## src/rtl/mips_ctrl_pkg.sv

```systemverilog
// Shared types and encodings for the handshaked multicycle MIPS control FSM.
// Imported by the control top and its wait timer.
package mips_ctrl_pkg;

    typedef enum logic [3:0] {
        ST_IF   = 4'd0,
        ST_ID   = 4'd1,
        ST_MAC  = 4'd2,
        ST_MAR  = 4'd3,
        ST_MAW  = 4'd4,
        ST_WB   = 4'd5,
        ST_EX   = 4'd6,
        ST_RC   = 4'd7,
        ST_EXI  = 4'd8,
        ST_RCI  = 4'd9,
        ST_BC   = 4'd10,
        ST_BNC  = 4'd11,
        ST_JC   = 4'd12,
        ST_JALC = 4'd13,
        ST_EXC  = 4'd14
    } state_e;

    localparam logic [5:0] OP_RTYPE = 6'b000000;
    localparam logic [5:0] OP_LW    = 6'b100011;
    localparam logic [5:0] OP_SW    = 6'b101011;
    localparam logic [5:0] OP_BEQ   = 6'b000100;
    localparam logic [5:0] OP_BNE   = 6'b000101;
    localparam logic [5:0] OP_J     = 6'b000010;
    localparam logic [5:0] OP_JAL   = 6'b000011;
    localparam logic [5:0] OP_ADDI  = 6'b001000;
    localparam logic [5:0] OP_SLTI  = 6'b001010;
    localparam logic [5:0] OP_ANDI  = 6'b001100;
    localparam logic [5:0] OP_ORI   = 6'b001101;

    localparam logic [2:0] ALU_ADD   = 3'b000;
    localparam logic [2:0] ALU_SUB   = 3'b001;
    localparam logic [2:0] ALU_FUNCT = 3'b010;
    localparam logic [2:0] ALU_BNE   = 3'b011;
    localparam logic [2:0] ALU_ADDI  = 3'b100;
    localparam logic [2:0] ALU_SLTI  = 3'b101;
    localparam logic [2:0] ALU_ANDI  = 3'b110;
    localparam logic [2:0] ALU_ORI   = 3'b111;

    localparam logic [1:0] PCS_ALU    = 2'b00;
    localparam logic [1:0] PCS_ALUOUT = 2'b01;
    localparam logic [1:0] PCS_JUMP   = 2'b10;
    localparam logic [1:0] PCS_EXC    = 2'b11;

    localparam logic [1:0] ALUB_B     = 2'b00;
    localparam logic [1:0] ALUB_FOUR  = 2'b01;
    localparam logic [1:0] ALUB_IMM   = 2'b10;
    localparam logic [1:0] ALUB_SHIMM = 2'b11;

    localparam logic [1:0] RD_RT  = 2'b00;
    localparam logic [1:0] RD_RD  = 2'b01;
    localparam logic [1:0] RD_R31 = 2'b10;

    localparam logic [1:0] M2R_ALUOUT = 2'b00;
    localparam logic [1:0] M2R_MDR    = 2'b01;
    localparam logic [1:0] M2R_PC     = 2'b10;

    localparam logic [1:0] CAUSE_RSVD    = 2'b00;
    localparam logic [1:0] CAUSE_TIMEOUT = 2'b01;

    // Immediate-group ALU opcode from the low opcode bits.
    function automatic logic [2:0] imm_aluop(input logic [2:0] op_lo);
        logic [2:0] r;
        case (op_lo)
            3'b000:  r = ALU_ADDI;
            3'b010:  r = ALU_SLTI;
            3'b100:  r = ALU_ANDI;
            3'b101:  r = ALU_ORI;
            default: r = ALU_ADD;
        endcase
        return r;
    endfunction

    function automatic logic is_mem_state(input state_e s);
        return (s == ST_IF) || (s == ST_MAR) || (s == ST_MAW);
    endfunction

endpackage

```

## src/rtl/mips_mem_wait_timer.sv

```systemverilog
// Counts memory wait cycles; timeout flags the wait cycle that brings the
// count to MAX_WAIT while the access is still outstanding.
module mips_mem_wait_timer
    import mips_ctrl_pkg::*;
#(
    parameter int MAX_WAIT = 15
) (
    input  logic clk,
    input  logic reset,
    input  logic clr,
    input  logic inc,
    output logic timeout
);

    localparam int CW = $clog2(MAX_WAIT + 1);

    logic [CW-1:0] count_r;

    // Wait-cycle counter, saturating at MAX_WAIT.
    always_ff @(posedge clk) begin
        if (reset) begin
            count_r <= '0;
        end else if (clr) begin
            count_r <= '0;
        end else if (inc && (count_r != CW'(MAX_WAIT))) begin
            count_r <= count_r + CW'(1);
        end else begin
            count_r <= count_r;
        end
    end

    assign timeout = inc && (count_r == CW'(MAX_WAIT - 1));

endmodule

```

## src/rtl/mips_control_hs.sv

```systemverilog
// Multicycle MIPS control FSM with a req/ready memory handshake, bus timeout,
// JAL link write-back and a precise exception path.
module mips_control_hs
    import mips_ctrl_pkg::*;
#(
    parameter int MAX_WAIT   = 15,
    parameter bit ENABLE_JAL = 1'b1
) (
    input  logic       clk,
    input  logic       reset,
    input  logic [5:0] op,
    input  logic       mem_ready,
    output logic       memreq,
    output logic       memread,
    output logic       memwrite,
    output logic       iord,
    output logic       irwrite,
    output logic       mdrwrite,
    output logic       pcwrite,
    output logic       pcwritecond,
    output logic [1:0] pcsource,
    output logic       alusrca,
    output logic [1:0] alusrcb,
    output logic [2:0] aluop,
    output logic       regwrite,
    output logic [1:0] regdst,
    output logic [1:0] memtoreg,
    output logic       epcwrite,
    output logic       causewrite,
    output logic [1:0] cause
);

    state_e     state_r, state_next;
    logic [1:0] cause_r, cause_next;
    logic       wait_clr_s, wait_inc_s, timeout_s;

    // Any state change restarts the wait count, so each access starts from zero.
    assign wait_clr_s = (state_next != state_r);
    assign wait_inc_s = is_mem_state(state_r) && !mem_ready;

    mips_mem_wait_timer #(.MAX_WAIT(MAX_WAIT)) u_timer (
        .clk     (clk),
        .reset   (reset),
        .clr     (wait_clr_s),
        .inc     (wait_inc_s),
        .timeout (timeout_s)
    );

    // State and exception cause registers.
    always_ff @(posedge clk) begin
        if (reset) begin
            state_r <= ST_IF;
            cause_r <= CAUSE_RSVD;
        end else begin
            state_r <= state_next;
            cause_r <= cause_next;
        end
    end

    // Next-state decode; cause only changes on the transition into EXC.
    always_comb begin
        state_next = state_r;
        cause_next = cause_r;
        case (state_r)
            ST_IF, ST_MAR, ST_MAW: begin
                if (mem_ready) begin
                    if (state_r == ST_IF) begin
                        state_next = ST_ID;
                    end else if (state_r == ST_MAR) begin
                        state_next = ST_WB;
                    end else begin
                        state_next = ST_IF;
                    end
                end else if (timeout_s) begin
                    state_next = ST_EXC;
                    cause_next = CAUSE_TIMEOUT;
                end else begin
                    state_next = state_r;
                end
            end
            ST_ID: begin
                case (op)
                    OP_RTYPE:        state_next = ST_EX;
                    OP_LW, OP_SW:    state_next = ST_MAC;
                    OP_BEQ:          state_next = ST_BC;
                    OP_BNE:          state_next = ST_BNC;
                    OP_J:            state_next = ST_JC;
                    OP_JAL: begin
                        if (ENABLE_JAL) begin
                            state_next = ST_JALC;
                        end else begin
                            state_next = ST_EXC;
                            cause_next = CAUSE_RSVD;
                        end
                    end
                    OP_ADDI, OP_SLTI, OP_ANDI, OP_ORI: state_next = ST_EXI;
                    default: begin
                        state_next = ST_EXC;
                        cause_next = CAUSE_RSVD;
                    end
                endcase
            end
            ST_MAC: begin
                if (op[3]) begin
                    state_next = ST_MAW;
                end else begin
                    state_next = ST_MAR;
                end
            end
            ST_EX:   state_next = ST_RC;
            ST_EXI:  state_next = ST_RCI;
            default: state_next = ST_IF;
        endcase
    end

    // Moore output decode; only the handshake strobes look at mem_ready.
    always_comb begin
        memreq      = 1'b0;
        memread     = 1'b0;
        memwrite    = 1'b0;
        iord        = 1'b0;
        irwrite     = 1'b0;
        mdrwrite    = 1'b0;
        pcwrite     = 1'b0;
        pcwritecond = 1'b0;
        pcsource    = PCS_ALU;
        alusrca     = 1'b0;
        alusrcb     = ALUB_B;
        aluop       = ALU_ADD;
        regwrite    = 1'b0;
        regdst      = RD_RT;
        memtoreg    = M2R_ALUOUT;
        epcwrite    = 1'b0;
        causewrite  = 1'b0;
        cause       = CAUSE_RSVD;
        case (state_r)
            ST_IF: begin
                memreq  = 1'b1;
                memread = 1'b1;
                alusrcb = ALUB_FOUR;
                irwrite = mem_ready;
                pcwrite = mem_ready;
            end
            ST_ID: alusrcb = ALUB_SHIMM;
            ST_MAC: begin
                alusrca = 1'b1;
                alusrcb = ALUB_IMM;
            end
            ST_MAR: begin
                memreq   = 1'b1;
                memread  = 1'b1;
                iord     = 1'b1;
                mdrwrite = mem_ready;
            end
            ST_MAW: begin
                memreq   = 1'b1;
                memwrite = 1'b1;
                iord     = 1'b1;
            end
            ST_WB: begin
                regwrite = 1'b1;
                memtoreg = M2R_MDR;
            end
            ST_EX, ST_RC: begin
                alusrca  = 1'b1;
                aluop    = ALU_FUNCT;
                regwrite = (state_r == ST_RC);
                regdst   = (state_r == ST_RC) ? RD_RD : RD_RT;
            end
            ST_EXI, ST_RCI: begin
                alusrca  = 1'b1;
                alusrcb  = ALUB_IMM;
                aluop    = imm_aluop(op[2:0]);
                regwrite = (state_r == ST_RCI);
            end
            ST_BC, ST_BNC: begin
                alusrca     = 1'b1;
                aluop       = (state_r == ST_BC) ? ALU_SUB : ALU_BNE;
                pcwritecond = 1'b1;
                pcsource    = PCS_ALUOUT;
            end
            ST_JC: begin
                pcwrite  = 1'b1;
                pcsource = PCS_JUMP;
            end
            ST_JALC: begin
                pcwrite  = 1'b1;
                pcsource = PCS_JUMP;
                regwrite = 1'b1;
                regdst   = RD_R31;
                memtoreg = M2R_PC;
            end
            ST_EXC: begin
                epcwrite   = 1'b1;
                causewrite = 1'b1;
                pcwrite    = 1'b1;
                pcsource   = PCS_EXC;
                cause      = cause_r;
            end
            default: begin
                memreq = 1'b0;
            end
        endcase
    end

endmodule

```

## config.mk

```make
export PLATFORM = sky130hd
export DESIGN_NAME = mips_control_hs
export DESIGN_NICKNAME = d
export VERILOG_FILES = /design/src/rtl/mips_ctrl_pkg.sv /design/src/rtl/mips_mem_wait_timer.sv /design/src/rtl/mips_control_hs.sv
export SDC_FILE = /design/constraint.sdc
export NUM_CORES = 1
export LEC_CHECK = 0
export ABC_CLOCK_PERIOD_IN_PS = 2300
export BUFFER_PORTS_ARGS = -buffer_cell sky130_fd_sc_hd__buf_2
export CAP_MARGIN = 20
export CORE_ASPECT_RATIO = 1.4
export CORE_UTILIZATION = 52
export CTS_BUF_LIST = sky130_fd_sc_hd__clkbuf_4
export DETAILED_ROUTE_END_ITERATION = 8
export GPL_ROUTABILITY_DRIVEN = 0
export PLACE_DENSITY = 0.84
export SLEW_MARGIN = 30
export SYNTH_ARGS = -nofsm -noshare
export SYNTH_HDL_FRONTEND = slang
export SYNTH_SLANG_ARGS = --single-unit
```

## constraint.sdc

```tcl
create_clock -name clk -period 2.3 [get_ports clk]
set_input_delay 0.46 -clock clk [delete_from_list [all_inputs] [get_ports clk]]
set_output_delay 0.46 -clock clk [all_outputs]
set_load 0.01 [all_outputs]
```

## After elaboration in Yosys (flattened, before gate mapping)

Cells that the tools add are included.

| word-level totals | value |
|---|---|
| input port bits | 9 |
| output and inout bits | 25 |
| bits in latches | 0 |
| register bits | 10 |
| memory bits (read-only) | 0 |
| memories | 0 |
| RAM bits | 0 |
| word-level logic and storage cells | 94 |

| cells by class | value |
|---|---|
| mux-type cells | 31 |
| shift operators | 0 |
| eq/ne operators | 33 |
| reductions and logical operators | 26 |
| divide/modulo/power cells | 0 |
| bitwise operators | 0 |
| order comparisons | 0 |
| multipliers | 0 |
| add/sub/neg operators | 1 |

Operators by type and width:

| cell | count |
|---|---|
| 4-bit == test, second input constant | 8 |
| 4-bit one-hot mux with 7 select lines | 1 |
| 6-bit by 4-bit == test with 1-bit output, second input constant | 4 |
| 4-bit one-hot mux with 5 select lines | 1 |
| 2-bit OR reduction | 9 |
| 4-bit by 3-bit == test with 1-bit output, second input constant | 4 |
| 6-bit by 2-bit == test with 1-bit output, second input constant | 2 |
| 6-bit by 3-bit == test with 1-bit output, second input constant | 2 |
| 6-bit == test, second input constant | 2 |
| 2-bit one-hot mux with 2 select lines | 3 |
| 2-bit one-hot mux with 3 select lines | 2 |
| 3-bit one-hot mux with 4 select lines | 1 |
| 11-bit OR reduction | 1 |
| 1-bit two-way mux | 10 |
| 2-bit two-way mux | 5 |
| 3-bit two-way mux | 3 |
| 3-bit one-hot mux with 3 select lines | 1 |
| 3-bit OR reduction | 3 |
| 4-bit by 2-bit == test with 1-bit output, second input constant | 2 |
| 4-bit two-way mux | 2 |
| 7-bit OR reduction | 1 |
| 3-bit == test, second input constant | 2 |
| 6-bit zero test | 1 |
| 4-bit by 1-bit adder with 4-bit output, second input constant | 1 |
| other kinds (16) | 20 |

## Depth between registers and ports, before layout

Gate-level depths: netlist of run 1.

| depth | value |
|---|---|
| word-level depth | 10 |
| mapped depth | 7 |
| depth with buffers taken out | 7 |

## Modules after synthesis

Synthesis of run 1 repeated with hierarchy kept, for this count alone.

| unflattened totals | value |
|---|---|
| cells, all modules | 155 |
| area total of the unflattened synthesis | 1,076.0 µm² |

By module, submodules not included:

| module | times used | cells an instance | area each (µm²) | seq. area each (µm²) |
|---|---|---|---|---|
| mips_control_hs | 1 | 133 | 859.6 | 100.1 |
| mips_mem_wait_timer | 1 | 22 | 216.5 | 80.1 |

## Worst setup path before layout of run 1

OpenSTA, ideal clock, no wires.

| timing path | value |
|---|---|
| path kind | reg2out |
| start point | reg state_r[1] |
| end point | out pcwrite |
| arrival time | 1.535 ns |
| slack | 0.305 ns |
| stages on the path, launching flop included | 6 |
| required time | 1.840 ns |
| buffers on the path | 3 |
| cells stage by stage | dfxtp_1 -> clkbuf_1 -> clkbuf_1 -> clkbuf_1 -> a21oi_1 -> or2_2 |

| on the way | value |
|---|---|
| longest elaborated chain between the ends | 3 |
| elaborated cells on any way between the ends | 6 |
| those cells by class | eq/ne (3); mux (1); reduce/logical (2) |

Ends and longest elaborated chain:

| what | line | text |
|---|---|---|
| start: declaration | mips_control_hs.sv:33 | `state_e state_r, state_next;` |
| start signal: assignment | mips_control_hs.sv:55 | `state_r <= state_next;` |
| 4-bit == test | mips_control_hs.sv:136 | `case (state_r)` |
| 3-bit OR reduction (no source line) | n/a |  |
| 1-bit one-hot mux with 2 select lines * | mips_control_hs.sv:136 |  |
| end: declaration | mips_control_hs.sv:19 | `output logic pcwrite,` |

Mark *: on every way between the ends. The rest lies on a longest branch, timed or not.

## Final worst setup path of run 1

| timing path | value |
|---|---|
| start point | reg state_r[0] |
| end point | out memreq |

| on the way | value |
|---|---|
| longest elaborated chain between the ends | 3 |
| elaborated cells on any way between the ends | 5 |
| those cells by class | eq/ne (2); mux (1); reduce/logical (2) |

Ends and longest elaborated chain:

| what | line | text |
|---|---|---|
| 4-bit by 3-bit == test with 1-bit output, or another cell as far along | mips_control_hs.sv:136 |  |
| 3-bit OR reduction (no source line) * | n/a |  |
| 1-bit two-way mux * | mips_control_hs.sv:136 |  |
| end: declaration | mips_control_hs.sv:13 | `output logic memreq,` |

Marked as above.

==> run summary, run 1 <==
The initial antenna violation count came out at 0. The worst setup path is captured at a primary output. The setup total negative slack is 0 ns. The starting density of the core is between 50 and 60%. Across every metal layer, demand over resource in global routing totals between 20% and 30%. The net count after synthesis came out at roughly 160.

Summing the areas of all xor and xnor instances in the mapped netlist gives less than 1% of the synthesized area. dfxtp_1 takes more of the synthesized area than any other cell. The via count of the first global-routing pass is ~1100. The area of the die is roughly 2200 um^2. The worst slew margin relative to its limit came out at 62.9%.

Summing the areas of all compound-gate instances in the mapped netlist gives between 20% and 30% of the synthesized area. The setup fix buffers added after clock tree synthesis came out at 0. Data arrives at the worst endpoint at ~1.7 ns. The total area inside the core boundary comes to 1820 um^2. The first global-routing pass estimated ~4100 um of wire. The floorplan step set the die height to roughly 55 um. The number of rows created at floorplan came out at 18. The library cell appearing most often on the critical path is nor2_1. Dividing the final minimum period by the clock period gives between 90% and 100%.

The average footprint of a synthesized cell came out at roughly 6.9 um^2. Max-cap violations in this run came to 0. The critical path starts at state_r[0].

The number of optimization iterations in the first detailed-route pass is 5. The peak supply drop is 0.000835 V. The hold buffer count at CTS came out at 0.

Once detailed placement completed, the half-perimeter wirelength came to about 2200 um. The number of cells upsized or downsized after cts came out at 0. The sequential-to-total area share from yosys stat is 17.3%.

The largest net degree at the start of global routing came out at 17. The cell with the largest stage delay on the worst path is dfxtp_1. The number of distinct library cell variants in the gate-level netlist after synthesis came out at between 40 and 50. The data required time at the worst endpoint is around 1.8 ns. The maximum fanout along the worst path came out at 10. The worst setup path is launched from a flip-flop. In this run the number of H-tree levels came out at 1. The fmax is 0.457 GHz. The simple-gate share of the synthesized area came out at just under 40%. Yosys attributes the largest share of cell area to dfxtp_1, nor2_1, a21oi_1. Buffers placed on the I/O ports in this run total 32. The residual DRC count is 0. The area of all sequential standard cells came out at about 180 um^2. The most critical setup path has its endpoint at memreq.

By area, the combinational part of the netlist is dominated by simple AND/OR/NAND/NOR gates. The signed area change from the synthesized netlist to the final layout is 17.0%. In this run, CTS created clock tree buffers numbering 3. The clock latency of the later-clocked register in the worst-skew pair is 0.27 ns. The depth of the critical timing path with buffers and inverters included came out at 5. The transition at the pin with the smallest max-transition slack is between 0.5 and 0.6 ns. Subtracting the final worst setup slack from the clock period gives around 2.2 ns. The mux cell area share after synthesis came out at under 10%. The reg-to-reg setup timing slack is approximately 0.27 ns. The tree is rooted in a clkbuf_4.

The endpoint identified for the worst register-to-register timing path is u_timer.count_r[3]. The flow ran to the end, and the final reports show no timing, DRC or antenna violations. The number of hold violations in the final report came out at 0.

Dividing total power by cell area gives a power density of between 1000 and 1500 nW/um^2. The routed design uses 176 um of met3 wire. The synthesized netlist devotes ~2.4% of its cell area to adder and majority cells. The minimum hold slack is around 0.43 ns. TritonCTS built the clock tree. The cell depth of the worst flop-to-flop path is 5. Once detail routing completed, the nets flagged for antenna violations numbered 0. The leakage component of the power came out at approximately 0.56 nW. After the last flow step, the layout net total stands at slightly below 200. Signal routing reaches up to met4. The buffer and inverter count on the worst path is 2. The clock net sink count came out at 9. The most instantiated library cell after synthesis is nor2_1. The total number of vias is 1257. Setup violations remaining at the end of the flow were counted as 0. The number of I/O pins is 34. Setup repair after global routing left no endpoint under its margin.

The clock arrives with about 0.0048 ns of skew. Counting the fill cells in the layout gives between 150 and 200. The routed wire length came out at roughly 2900 um. The floorplan step set the die width to approximately 40 um. The delay of the slowest cell on the worst path is between 0.5 and 0.6 ns.

The wire length on met1 came out at approximately 1200 um. The wire length per cell after detailed routing is around 14 um. The gate family responsible for the most delay along the worst path is flip-flops. Walking the worst path, the cells encountered are buf_4 -> and3b_1 -> nor2_1 -> nor2_1 -> buf_2. The number of enable-type register cells in the synthesized netlist came out at 0. The proportion of netlist area held by the largest area contributor came out at between 10% and 20%.

For this run the aggregate overflow at the end of global routing stands at 0. After clock tree synthesis, the clock-pin slew on the worst setup and hold paths is 0.06 ns. The iteration-0 DRC count of the detailed router is 71. Counting instances in the post-synthesis netlist gives the leading cell types as nor2_1, a21oi_1, nand2_1, nand2b_1, dfxtp_1. The fraction of synthesis flops using an asynchronous set or reset pin came out at 0%.

The startpoint of the worst register-to-register path is state_r[2]. The mean number of vias per cell came out at about 6.3. The area taken by multi-input logic gates came out at 776 um^2. In the synthesized netlist the dominant register cell turns out to be dfxtp_1. The total standard cell area after synthesis came out at approximately 1000 um^2.

The post-route netlist has between 20% and 30% of its cells at a drive strength greater than 1. The number of antenna cells inserted came out at 0. Wire segments on met2 add up to approximately 1500 um in the final route. The final number of max-transition violations is 0. The synthesis warning total is 0. The number of flip-flops and latches in the synthesized netlist came out at 9.

The class of the most critical hold timing path is input port to flip-flop. The number of buffers on the longest clock path came out at 2. The worst setup path is of the flip-flop to primary output kind.

The cell count after synthesis came out at ~150.
-- placed cells by master, fill, tap and decap left out, types with 4 or more instances in the layout --
cell type	instances
buf_2	32
nor2_1	20
a21oi_1	14
nand2b_1	10
nand2_1	10
dfxtp_1	9
nor3_1	7
o21ai_0	7
buf_4	6
and4_1	5
nor2b_1	4
a31oi_1	4
-- through the flow --
step | area (um^2) | total power [mW] | utilization (%) | cells | worst slack, ns
floorplan | 1040 | 0.936 | - | 152 | 0.305
global placement | 1190 | 1.20 | 65.4 | 197 | 0.335
detailed placement | 1190 | 1.23 | 65.4 | 197 | 0.294
CTS | 1220 | 1.36 | 66.9 | 201 | 0.162
global route | 1220 | 1.48 | 66.9 | 201 | 0.0527
finish | 1220 | 1.38 | 66.9 | 201 | 0.111
-- cells by family (layout without fill, tap and decap cells) --
| group | Yosys count | after routing |
|---|---|---|
| AOI/OAI and AO/OA | 47 | 47 |
| xor gates and xnor gates | 1 | 1 |
| adders and majority gates | 2 | 2 |
| buffers and inverters | 15 | 44 |
| DFF | 9 | 9 |
| muxes | 2 | 2 |
| other | 1 | 1 |
| and+or+nand+nor | 75 | 75 |
-- flip-flops by register name, summed over array words and instances, names as in the netlist --
name             count
state_r              4
u_timer.count_r      4
cause_r              1
-- layer usage --
metal  track usage [%]  vias up
met3              10.4       14
li1                  -      612
met1              25.4      566
met4              16.7        0
met2              44.6       65
met5                 0        -
-- area by class of cell --
cell class              count  area share (%)
well taps                  20            2.05
clock inverters             1           0.410
repair buffers             38            16.8
inverters                   2           0.615
flip-flops and latches      9            14.8
clock buffers               3            1.84
multi-input cells         128            63.5
-- how the worst min path moves through the flow --
| stage | startpoint | endpoint | slack (ns) | depth (start not counted) |
|---|---|---|---|---|
| after floorplan | cause_r[0] | cause_r[0] | 0.48 | 2 |
| after global placement | cause_r[0] | cause_r[0] | 0.52 | 2 |
| after detailed placement | cause_r[0] | cause_r[0] | 0.52 | 2 |
| after CTS | reset | state_r[1] | 0.43 | 2 |
| after global routing | reset | state_r[2] | 0.44 | 2 |
| final | reset | cause_r[0] | 0.43 | 2 |
-- worst reg2reg max path, stage by stage (launching register included) --
cell and delay, ns:
dfxtp_1 0.61, nor2_1 0.12, and4_1 0.25, o21a_1 0.19, nor4b_1 0.53, and4_1 0.28
-- report_power, final --
| group | internal (mW) | switching (mW) |
|---|---|---|
| clock network | 0.0643 | 0.0594 |
| registers | 0.195 | 0.0821 |
| logic | 0.405 | 0.571 |
Power figures use the tool's default switching activity.
==> run 2, diff against run 1 <==
Settings changed: ABC_CLOCK_PERIOD_IN_PS 2300 to 2200, RECOVER_POWER from default to 100.
Clock period 2.3 ns to 2.2 ns, I/O delays scaled along.
==> run summary, run 2 (same netlist as run 1, synthesis figures left out) <==
The flow ran to the end, and the final reports show no timing, DRC or antenna violations. Setup repair after global routing left no endpoint under its margin. The clock net sink count came out at 9.

The net total in the final layout came out at between 150 and 200. The signed area change from the synthesized netlist to the final layout is 14.7%. In this run the clock root is driven by a clkbuf_4. The kind of end point of the critical path is a primary output. The area of the die came out at 2190 um^2. The first global-routing pass estimated about 4200 um of wire. The area of all sequential standard cells is between 150 and 200 um^2. The number of setup buffers added after CTS is 0. The later pin in the worst-skew pair is clocked with a latency of 0.26 ns. The level count of the clock H-tree is 1. The initial antenna violation count came out at 0. The worst pin sits at a relative slew slack of between 50 and 60%. Cells with a size suffix above 1 make up 16.6% of the layout. Detailed routing inserted a total of approximately 1300 vias. The repair_antennas step left the layout with diodes totalling 0. The maximum fanout along the worst path came out at 14. The library cells used most frequently in the layout, excluding fill and tap cells, are nor2_1, clkbuf_1, a21oi_1. The filler cells instantiated in the layout total between 150 and 200.

The reg-to-reg setup timing slack is between 0.1 and 0.15 ns. The critical path is of the flip-flop to primary output type. The part of the total power dissipated in the clock network came out at ~9%. The final number of max-transition violations came out at 0. Excluding fillers, the count of instances in the completed layout stands at around 200. During I/O placement, the number of pins put on the boundary was 34.

The total power consumption of the routed design came out at 1.40 mW. At the worst endpoint, the arrival time is between 1.5 and 2 ns. Buffers inserted during clock tree synthesis total 3. For this run, the share of the core covered by cells in the final layout is between 60 and 70%. TritonCTS built the clock tree. Of the available clock period, the critical path in the final layout requires approximately 97%. The iteration-0 DRC count of the detailed router came out at 89.

The tightest min-delay check is of the input port to flip-flop type. The internal power of the cells is 0.665 mW. The number of placed cells counting well taps came out at between 150 and 200. The data required time at the worst endpoint is 1.76 ns.

The post-layout minimum cycle time is roughly 2.1 ns. From bottom edge to top edge, the die measures roughly 55 um. The area taken by multi-input logic gates came out at ~780 um^2.

The worst setup path is launched from a flip-flop. The fraction of power spent switching nets came out at a little over half. The number of hold violations in the final report is 0.

The cell area after placement came out at ~1200 um^2. The routed wire length is approximately 2900 um. The number of optimization iterations in the first detailed-route pass is 6. The pre-CTS worst setup slack came out at just under 0.2 ns. IR analysis of the VDD net gives a maximum drop of 0.000965 V.

The final design area excluding fillers is approximately 1200 um^2. In the final routed layout, each cell accounts on average for around 14 um. The net switching power came out at around 0.74 mW.

The setup total negative slack is 0 ns. The remaining number of nets flagged by the antenna check after routing came out at 0. The number of buffer cells added on primary ports is 32. Max-cap violations in this run came to 0. The transition at the pin with the smallest max-transition slack came out at between 0.5 and 0.6 ns. The library cell used most frequently in the layout, excluding fill and tap cells, is nor2_1.

The horizontal die dimension is 39.9 um. For this configuration, the core starts out at a cell density of 57.2%. After floorplanning, the core was sized to cover roughly 1800 um^2.

The all-layer global routing usage came out at a little over a quarter. The share of total power dissipated in combinational logic is between 60% and 70%. The mean number of vias per cell came out at about 6.4. The half-perimeter wire length after detailed placement came out at roughly 2200 um. The final setup skew came out at 0.00122 ns. The residual DRC count is 0.

The number of buffers on the longest clock path came out at 2. The largest registers in the layout are state_r (4), u_timer.count_r (4), cause_r (1). The remaining global-route overflow came out at 0.

Across all setup checks in the final design, the least slack found is between 0.06 and 0.07 ns. The power density normalized to cell area is ~1200 nW/um^2. The largest net degree at the start of global routing is 17.

The minimum hold slack came out at 0.433 ns. The fmax came out at between 0.4 and 0.5 GHz. Summed over all cells, the static leakage comes to between 0.4 and 0.5 nW. The floorplan has 18 rows. The relative contribution of sequential cells to total power came out at 21.4%. The clock edge transition at the registers on the reported setup and hold paths came out at approximately 0.060 ns. The count of final setup violators came out at 0. The via count of the first global-routing pass is 1091.
-- run 2: cell count changes in the layout (fill, tap and decap cells not counted), sizes merged --
cell and delta:
clkbuf +20, buf -20
-- run 2: final timing paths --
check             startpoint                 end  depth (start not counted)
hold / removal         reset          state_r[2]                          2
setup reg to reg  state_r[2]  u_timer.count_r[3]                          5
setup / recovery  state_r[2]         pcsource[0]                          4
hold reg to reg   cause_r[0]          cause_r[0]                          2
-- run 2: worst max-delay path, stage by stage (launching register included) --
cell	delay [ns]
dfxtp_1	0.59
nor2b_1	0.20
and2_1	0.21
or2_2	0.28
buf_2	0.14
-- run 2: layer usage --
metal  global-route usage [%]  routed length (um)
met3                     7.20                 195
met1                     26.3                1060
met4                     13.8                  67
met5                        0                   0
met2                     50.0                1560
-- run 2: power by group through the flow --
stage                     combinational (mW)  clock [mW]  sequential [mW]
after floorplan                        0.750           0            0.228
after global placement                 0.962           0            0.299
after detailed placement               0.987           0            0.298
after CTS                              0.991       0.128            0.294
after global routing                    1.07       0.140            0.309
final                                  0.975       0.128            0.301
-- run 2: timing repair --
action / 4_1_cts / 5_1_grt
gates resized for setup: 0 / 1
hold buffers: 0 / 0
endpoints found under the setup margin: 0 / 1
-- run 2: layout make-up --
| type | instances | share of cell area (%) |
|---|---|---|
| multi-input combinational | 128 | 64.8 |
| sequential | 9 | 15.2 |
| timing repair buffer | 38 | 15.0 |
| tap | 20 | 2.09 |
| clock buffer | 3 | 1.88 |
| inverter | 2 | 0.627 |
| clock inverter | 1 | 0.418 |
==> run 3, diff against run 2 <==
Settings changed: ABC_CLOCK_PERIOD_IN_PS 2200 to 1750, CORE_UTILIZATION 52 to 47, PLACE_DENSITY 0.84 to 0.8.
Clock period 2.2 ns to 1.75 ns, I/O delays scaled along.
==> run summary, run 3 (same netlist as run 1, synthesis figures left out) <==
The final period utilization is roughly 100%. The cell family contributing the most delay on the critical path is flip-flops. The final layout contains about 210 nets. The library cells used most frequently in the layout, excluding fill and tap cells, are buf_2, buf_4, nor2_1, a21oi_1, nand2b_1. Cell internal power was estimated by the tool at 1.16 mW. The total power consumption of the routed design came out at roughly 2.3 mW. The number of antenna cells inserted is 0. The mean number of vias per cell is 6.21. The initial antenna violation count came out at 0. The non-filler instance count after layout is approximately 220.

The largest registers in the layout are state_r (4), u_timer.count_r (4), cause_r (1). Power spread over the standard cell area amounts to between 1500 and 2000 nW/um^2. The flow ran to the end, and the final reports show no timing, DRC or antenna violations. The final design area excluding fillers is 1480 um^2. The number of placed cells counting well taps is 214. The TritonCTS buffer count is 3. The clock edge transition at the registers on the reported setup and hold paths is around 0.070 ns. The remaining global-route overflow is 0. The final standard cell utilization of the core came out at ~73%. The all-layer global routing usage is between 20% and 30%.

The number of buffers on the longest clock path came out at 2. The iteration-0 DRC count of the detailed router came out at 56. The path class of the tightest hold or removal check is input port to flip-flop. The number of rows created at floorplan is 19.

The via count of the first global-routing pass is 1238. In this run, the combinational gates consume between 70% and 80% of the power. On the worst path, the slowest cell contributes a delay of roughly 0.37 ns.

The maximum fanout along the worst path came out at 4. The hold buffer count at CTS came out at 0. The net switching power came out at ~1.1 mW.

The tree is rooted in a clkbuf_4. The starting density of the core is 51.6%. 34 I/O pins were placed.

The leakage component of the power came out at 0.692 nW. The area of the die is 2420 um^2. The clock reaches the later pin of the worst-skew pair after around 0.27 ns.

The number of hold violations in the final report came out at 0. The die height is around 58 um. During placement, the flow inserted port buffers numbering 32. The cell area after placement is between 1000 and 1500 um^2. The horizontal die dimension came out at roughly 42 um. The library cell used most frequently in the layout, excluding fill and tap cells, is buf_2. The residual DRC count came out at 0. The total number of vias came out at between 1000 and 1500.

At the worst endpoint, the required time is roughly 1.4 ns. In the final layout, the share of cells above drive strength 1 is 42.0%. Sequential cells burn 17.5% of the power. The number of optimization iterations in the first detailed-route pass came out at 4. TritonCTS built the clock tree. The remaining number of nets flagged by the antenna check after routing came out at 0. By startpoint and endpoint, the worst setup path is classified as flip-flop to primary output. Once routing completed, OpenROAD measured the worst setup slack at 0.00943 ns. The routed wire length is 3610 um. The final number of max-transition violations is 0. The signed area change from the synthesized netlist to the final layout is 42.0%. The post-layout minimum cycle time is 1.74 ns.

The fmax came out at 0.575 GHz. The kind of end point of the critical path is a primary output. The slowest stage of the critical path belongs to the cell dfxtp_4.

The number of max-cap violations came out at 0. Counting both buffers and inverters, the worst setup path holds a total of 2. The clock network is responsible for between 7 and 8% of the overall power. OpenSTA, run right after detailed placement, puts the worst setup slack at -0.0703 ns. The first global-routing pass estimated 5540 um of wire.

The kind of launch point of the worst setup path is a flip-flop. The clock net sink count is 9. The fraction of power spent switching nets came out at around 50%. Entering global routing, the biggest net connects 19 pins. The count of final setup violators came out at 0. Traced cell by cell, the critical path runs through buf_6 -> nor2b_4 -> nand2_1 -> nand2_2 -> a22o_1 -> buf_2. STA puts the critical path data arrival time at between 1 and 1.5 ns.

The half-perimeter wire length after detailed placement is 2620 um. The level count of the clock H-tree came out at 1. The clock arrives with 0.00379 ns of skew. The wire length per cell after detailed routing came out at between 15 and 20 um. The total core area is slightly above 2000 um^2.

Across the VDD grid, the largest voltage drop is 0.00116 V. Setup repair after global routing could not meet its margin everywhere.
## run 3: path summary, 6_finish.rpt
path / slack (ns) / cells past startpoint / from / endpoint
setup / recovery: 0.009 / 6 / state_r[3] / aluop[1]
hold / removal: 0.32 / 2 / reset / state_r[2]
setup reg to reg: 0.07 / 6 / state_r[3] / u_timer.count_r[3]
hold reg to reg: 0.55 / 2 / cause_r[0] / cause_r[0]
## run 3: power by group through the flow
stage                     logic [mW]  registers [mW]  clock network (mW)
after global routing            1.81           0.400               0.176
after floorplan                0.948           0.287                   0
final                           1.70           0.395               0.166
after global placement          1.36           0.344                   0
after CTS                       1.47           0.368               0.165
after detailed placement        1.42           0.345                   0
## run 3: per-layer routing
| metal | up-vias | global-route usage (%) | routed length [um] |
|---|---|---|---|
| met4 | 0 | 8.76 | 111 |
| met5 | - | 0 | 0 |
| met2 | 65 | 56.0 | 1960 |
| met1 | 640 | 31.1 | 1310 |
| li1 | 651 | - | - |
| met3 | 17 | 6.85 | 218 |
## run 3: worst register-to-register path: stages (launching register included)
cell	delay, ns
dfxtp_4	0.37
buf_12	0.15
o21ai_0	0.30
nand4b_1	0.17
nor4b_2	0.28
buf_4	0.16
and4_1	0.18
## run 3: timing repair
action                                  4_1_cts  5_1_grt
endpoints found under the setup margin       10       10
buffers inserted                              0        3
resized for setup                            15       22
pin swaps                                     1        2
## run 3: stage by stage
step / TNS [ns] / hold slack, ns
after floorplan: 0 / 0.419
after global placement: -0.134 / 0.522
after detailed placement: -0.245 / 0.531
after CTS: 0 / 0.310
after global routing: -0.0460 / 0.324
final: 0 / 0.323
## run 3: final cells by class
type,instances,area [um^2]
multi-input cells,128,837
inverters,2,7.51
fillers,150,539
flip-flops and latches,9,196
clock buffers,3,22.5
clock inverters,1,5.00
well taps,21,26.3
repair buffers,57,387
